<file path="src/rtl/wb_port_arb.sv">
// wb_port_arb: two-requester writeback arbiter feeding one registered register-file write port; define WB_PORT_ARB_RR_EN for round-robin contention, otherwise s0 has fixed priority
module wb_port_arb #(
  parameter int XLEN = 32,
  parameter int AW   = 5
) (
  input  logic            clk,
  input  logic            rst_n,
  input  logic            s0_valid,
  output logic            s0_ready,
  input  logic [AW-1:0]   s0_addr,
  input  logic [XLEN-1:0] s0_data,
  input  logic            s1_valid,
  output logic            s1_ready,
  input  logic [AW-1:0]   s1_addr,
  input  logic [XLEN-1:0] s1_data,
  output logic            m_valid,
  input  logic            m_ready,
  output logic [AW-1:0]   m_addr,
  output logic [XLEN-1:0] m_data,
  output logic            grant_last
);
  logic            cke, sel1, xfer;
  logic [AW-1:0]   sel_addr;
  logic [XLEN-1:0] sel_data;
  logic            m_valid_d, m_valid_q;
  logic [AW-1:0]   m_addr_d, m_addr_q;
  logic [XLEN-1:0] m_data_d, m_data_q;
  logic            grant_last_d, grant_last_q;
  assign m_valid    = m_valid_q;
  assign m_addr     = m_addr_q;
  assign m_data     = m_data_q;
  assign grant_last = grant_last_q;
  // select a requester, grant it only when the output register can load, and compute next register state
  always_comb begin
    cke = ~m_valid_q | m_ready;
`ifdef WB_PORT_ARB_RR_EN
    sel1 = s1_valid & (~s0_valid | ~grant_last_q);
`else
    sel1 = s1_valid & ~s0_valid;
`endif
    s0_ready     = rst_n & cke & s0_valid & ~sel1;
    s1_ready     = rst_n & cke & sel1;
    xfer         = s0_ready | s1_ready;
    sel_addr     = sel1 ? s1_addr : s0_addr;
    sel_data     = sel1 ? s1_data : s0_data;
    m_valid_d    = cke ? (xfer & (sel_addr != '0)) : m_valid_q;
    m_addr_d     = xfer ? sel_addr : m_addr_q;
    m_data_d     = xfer ? sel_data : m_data_q;
    grant_last_d = xfer ? sel1 : grant_last_q;
  end
  // output register; x0 writes are consumed but never raise m_valid
  always_ff @(posedge clk or negedge rst_n) begin
    if (!rst_n) begin
      m_valid_q    <= 1'b0;
      m_addr_q     <= '0;
      m_data_q     <= '0;
      grant_last_q <= 1'b1;
    end else begin
      m_valid_q    <= m_valid_d;
      m_addr_q     <= m_addr_d;
      m_data_q     <= m_data_d;
      grant_last_q <= grant_last_d;
    end
  end
endmodule

</file>
<file path="config.mk">
export PLATFORM = sky130hd
export DESIGN_NAME = wb_port_arb
export DESIGN_NICKNAME = d
export VERILOG_FILES = /design/src/rtl/wb_port_arb.sv
export SDC_FILE = /design/constraint.sdc
export NUM_CORES = 1
export LEC_CHECK = 0
export ABC_AREA = 1
export BUFFER_PORTS_ARGS = -buffer_cell sky130_fd_sc_hd__buf_2
export CORE_MARGIN = 4
export CORE_UTILIZATION = 25
export DETAILED_ROUTE_END_ITERATION = 8
export HOLD_SLACK_MARGIN = 0.05
export PLACE_DENSITY = 0.6
export SETUP_SLACK_MARGIN = 0.1
export SYNTH_ARGS = -nofsm -noshare
export SYNTH_HDL_FRONTEND = slang
export SYNTH_SLANG_ARGS = --single-unit
</file>
<file path="constraint.sdc">
create_clock -name clk -period 1.3 [get_ports clk]
set_input_delay 0.13 -clock clk [delete_from_list [all_inputs] [get_ports clk]]
set_output_delay 0.13 -clock clk [all_outputs]
set_load 0.005 [all_outputs]
</file>
* Yosys cells after proc, flatten, opt, wreduce, memory -nomap -nowiden *
Index checks and enable logic that the tools add are counted.

storage, ports and cells
  register bits after elaboration = 39
  bits of input ports = 79
  output and inout port bits = 41
  word-level logic and storage cells = 18

operators by class
  multiplexer cells = 2
  bitwise gates (word level) = 11
  reductions and logical operators = 1

operators with widths
  kind                count
  32-bit 2-to-1 mux   1
  1-bit bitwise AND   6
  5-bit 2-to-1 mux    1
  5-bit nonzero test  1
  1-bit NOT           3
  1-bit OR            2

* Longest topological paths before layout *
  word-level depth = 7
  depth in mapped cells = 9
  depth with buffers taken out = 8

* Worst setup path before layout *
Ideal clock, no wire load.

  path type = register -> register
  start point = register m_valid_q, in the netlist m_valid
  end point = register m_data_q[11], in the netlist m_data[11]
  library setup time = 0.116 ns
  data arrival time = 1.000 ns
  data required time = 1.184 ns
  setup slack = 0.183 ns
  stages on the path, launching flop included = 7
  buffers on the path = 2
  period minus slack after synthesis = 1.117 ns
  cell sequence = dfrtp_1 -> nand2_1 -> o211ai_2 -> buf_4 -> buf_6 -> nand2_1 -> nand2_1

between the ends
  longest elaborated chain between the ends = 6
  elaborated cells on any way between the ends = 7
  classes of those cells = bitwise (7)

RTL lines
  item                            line    RTL
  start, declared                 25      logic m_valid_d, m_valid_q;
  start signal, assigned          59      m_valid_q <= m_valid_d;
  1-bit NOT (*)                   35      cke = ~m_valid_q | m_ready;
  1-bit OR (*)                    35
  1-bit bitwise AND (*)           41, 42
  1-bit bitwise AND (2 in a row)  41      s0_ready = rst_n & cke & s0_valid & ~sel1;
  1-bit OR (*)                    43      xfer = s0_ready | s1_ready;
  end signal, assigned            61      m_data_q <= m_data_d;
  end, declared                   27      logic [XLEN-1:0] m_data_d, m_data_q;

Every way passes the cells marked *; elsewhere a longest branch is shown, timed or not.
A chain may end at the register's enable or synchronous reset.

* Worst setup path after layout *
  start point = register m_valid_q, in the netlist m_valid
  end point = output port s1_ready

between the ends
  longest elaborated chain between the ends = 4

RTL lines
  item                            line  RTL
  1-bit NOT                       35
  1-bit OR                        35
  1-bit bitwise AND (2 in a row)  42    s1_ready = rst_n & cke & sel1;
  end, declared                   13    output logic s1_ready,

Every way passes these cells.

==> summary.txt <==
Timing
  – TNS Setup: 0 ps
  – Worst setup margin: 56.3 ps
  – Fmax: 804 MHz
  – Final setup viols: 0
  – Min cycle time layout: 1240 ps
  – Clock Skews: 3.90 ps
  – Slew margin rel.: 65.7%
  – Final Hold Viols: 0
  – Actual slew at the worst max-slew pin: 512 ps
  – Period utilization: 95.7%
  – RSZ-0062 raised after global routing: true
  – Slew Viols, Final: 0

Logic synthesis
  – Synthesized area: 0.00207 sq mm
  – Post-Synth XOR/XNOR Area: 0%
  – Synthesized flop and latch total: 39
  – Ys Warns: 0
  – Area fraction of the dominant cell type after synthesis: 46.0%
  – Post-synth cell types: 14
  – Synth area leaders: dfrtp_1 46%, nand2_1 34%, nand3_1 9.0%, buf_4 3.6%, buf_2 1.9%
  – Compound-Gate Fraction of Synth Area: 1.09%
  – Syn Inst Count: 299
  – Simple-gate portion of the synthesized area: 44.3%
  – Adder-cell area share of the yosys netlist: 0%
  – Post-synth top area cell: dfrtp_1
  – Register area share after synthesis: 47.2%
  – Largest family of logic cells by synthesized area: simple AND/OR/NAND/NOR gates
  – Post-synthesis average cell area: 6.92 sq um
  – Mux cell area share after synthesis: 0%
  – Post-Syn Nets: 378

Setup path
  – Worst EP arrival: 1110 ps
  – Worst path max stage delay: 390 ps
  – Crit end category: primary output
  – Worst path cell trace: nand2_2 -> buf_6 -> nand4_1 -> inv_1 -> buf_2
  – Startpoint Class: flop
  – Reg-to-reg critical path startpoint: m_valid$_DFFE_PN0N_
  – Crit path max-delay cell type: dfrtp_1
  – CP Data Required Time: 1170 ps
  – Critical Path Fanout Max: 3
  – WS Path Type: reg -> out
  – Worst setup path start: m_valid$_DFFE_PN0N_

GRT
  – Overflow after GRT: 0
  – Vias in the first global route: 2181
  – GRT Total Usage: 12.6%
  – Largest net degree at the start of global routing: 38
  – First-pass GRT wire length: 10.1 mm
  – Initial antenna violation count: 0

Power
  – Max IR drop VDD: 0.395 mV
  – Logic gate share of total power: 28.1%
  – Tot Pwr: 3.42 mW
  – Pwr/cell area: 1150 mW/mm^2
  – Leakage power: 1.84 nW
  – Portion of total power attributed to the clock network: 25.6%
  – P_sw: 1.02 mW
  – Part of the power in registers: 46.4%
  – Sw frac: 30.0%
  – P_int: 2.39 mW

Finish
  – Share of layout cells above drive strength 1: 35.4%
  – Commonest non-fill, non-tap cell in the layout: nand2_1
  – ANT cells: 0
  – Area grow syn2layout: 43.5%
  – Nets@finish: 504
  – Post-route cell area: 0.00297 sq mm
  – Commonest non-fill, non-tap cells in the layout: 187 x nand2_1, 119 x buf_2, 38 x dfrtp_1, 37 x nand3_1, 15 x buf_4
  – Filler cells: 875
  – Fin cells: 528

Placed design
  – Placed Cells incl. Taps: 514
  – Dpl cell area: 0.00277 sq mm
  – Buffers on Ports: 119
  – DP Wirelength: 4.79 mm
  – Setup WS pre-CTS: -33.1 ps
  – Placer Congestion: 0.769

Routing
  – First-pass DRT Iterations: 4
  – Vias: 2235
  – Final WL: 6.19 mm
  – DR iter-0 viols: 60
  – Vias per cell: 4.23
  – Post-route DRC: 0
  – Routed Antenna Nets: 0
  – Wirelength per Cell: 11.7 um

Clock network
  – Clk_lat worst skew: 280 ps
  – Clk slew on worst S/H paths: 70 ps
  – CTS tree: done
  – CTS max path bufs: 2
  – Sink Count: 39
  – Root Driver: clkbuf_8
  – Cts bufs inserted: 5
  – H-tree depth: 2

Die
  – Core area: 0.00789 sq mm
  – Placement Rows: 32
  – I/O Pins: 120
  – Die width: 99.0 um
  – Die extent in y: 99.0 um
  – Starting Density: 26.2%
  – Die area: 0.00979 sq mm

Status
  – Run status: finished, final reports clean

Job
  – Max-cap viol count: 0

Hold path
  – Hold Path Class: in -> async
cell families after synthesis:
family	Yosys count
AOI/OAI and AO/OA	3
buffers and inverters	26
DFF	39
and+or+nand+nor	231
critical path, delay by kind of cell (launching register included):
family,cells,cell delay [ps]
flops,1,390
buf+inv,3,290
simple gates,2,150
stage by stage:
stage          util (%)  hold WS [ps]
4_1_cts            37.1          61.5
3_5_place_dp       35.1           166
5_1_grt            37.6          77.2
2_1_floorplan         -          -166
6_report           37.6          49.8
3_3_place_gp       35.1           158
flip-flops by register name, indices dropped and copies added, names as in the netlist:
signal / flops
m_addr: 5
m_data: 32
grant_last: 1
m_valid: 1
worst paths after layout:
| path | slack (ps) | depth (start not counted) | to |
|---|---|---|---|
| worst min register to register | 460 | 2 | grant_last$_DFFE_PN1P_ |
| min in group clk | 130 | 5 | m_data[19]$_DFFE_PN0P_ |
| worst max-delay path | 60 | 5 | s1_ready |
| max in group asynchronous | 410 | 3 | m_data[0]$_DFFE_PN0P_ |
| worst max register to register | 60 | 6 | m_valid$_DFFE_PN0N_ |
| worst min-delay path | 50 | 3 | m_addr[2]$_DFFE_PN0P_ |
cell usage after synthesis:
cell type	count
nand3_1	37
o21ai_0	1
dfstp_2	1
nand4_1	1
inv_2	2
inv_1	5
o21ai_1	1
dfrtp_1	38
buf_2	8
nor2_1	4
o211ai_2	1
buf_6	1
buf_4	10
nand2_1	189
power by group through the flow:
stage	Combinational [mW]	Sequential [mW]	Clock (mW)
finish	0.958	1.58	0.874
global route	1.10	1.61	0.960
CTS	0.961	1.58	0.910
detailed placement	0.941	1.60	0
global placement	0.918	1.60	0
floorplan	0.419	1.61	0
final cells by class:
cell class,count,area [sq um],share of cell area (%)
flip-flops and latches,39,977,32.9
multi-input cells,234,960,32.3
inverters,7,38.8,1.31
clock buffers,8,100,3.37
repair buffers,138,764,25.8
well taps,102,128,4.30
routing by layer:
| layer | track usage [%] | part of all wire [%] | vias up | wire [um] |
|---|---|---|---|---|
| li1 | - | - | 1170 | - |
| met4 | 2.52 | 0.42 | 0 | 26 |
| met2 | 21.5 | 46 | 78 | 2840 |
| met1 | 15.7 | 45 | 984 | 2780 |
| met5 | 0 | 0 | - | 0 |
| met3 | 3.82 | 8.7 | 3 | 537 |
timing repair:
action                                 4_1_cts  5_1_grt
buffers inserted                             5        0
setup endpoints to repair                   39       40
pin swaps                                    1        0
hold buffers                                 1        0
endpoints found under the hold margin       11        0
resized for setup                            3       12
Note: power is estimated with default switching activity, not from simulation.
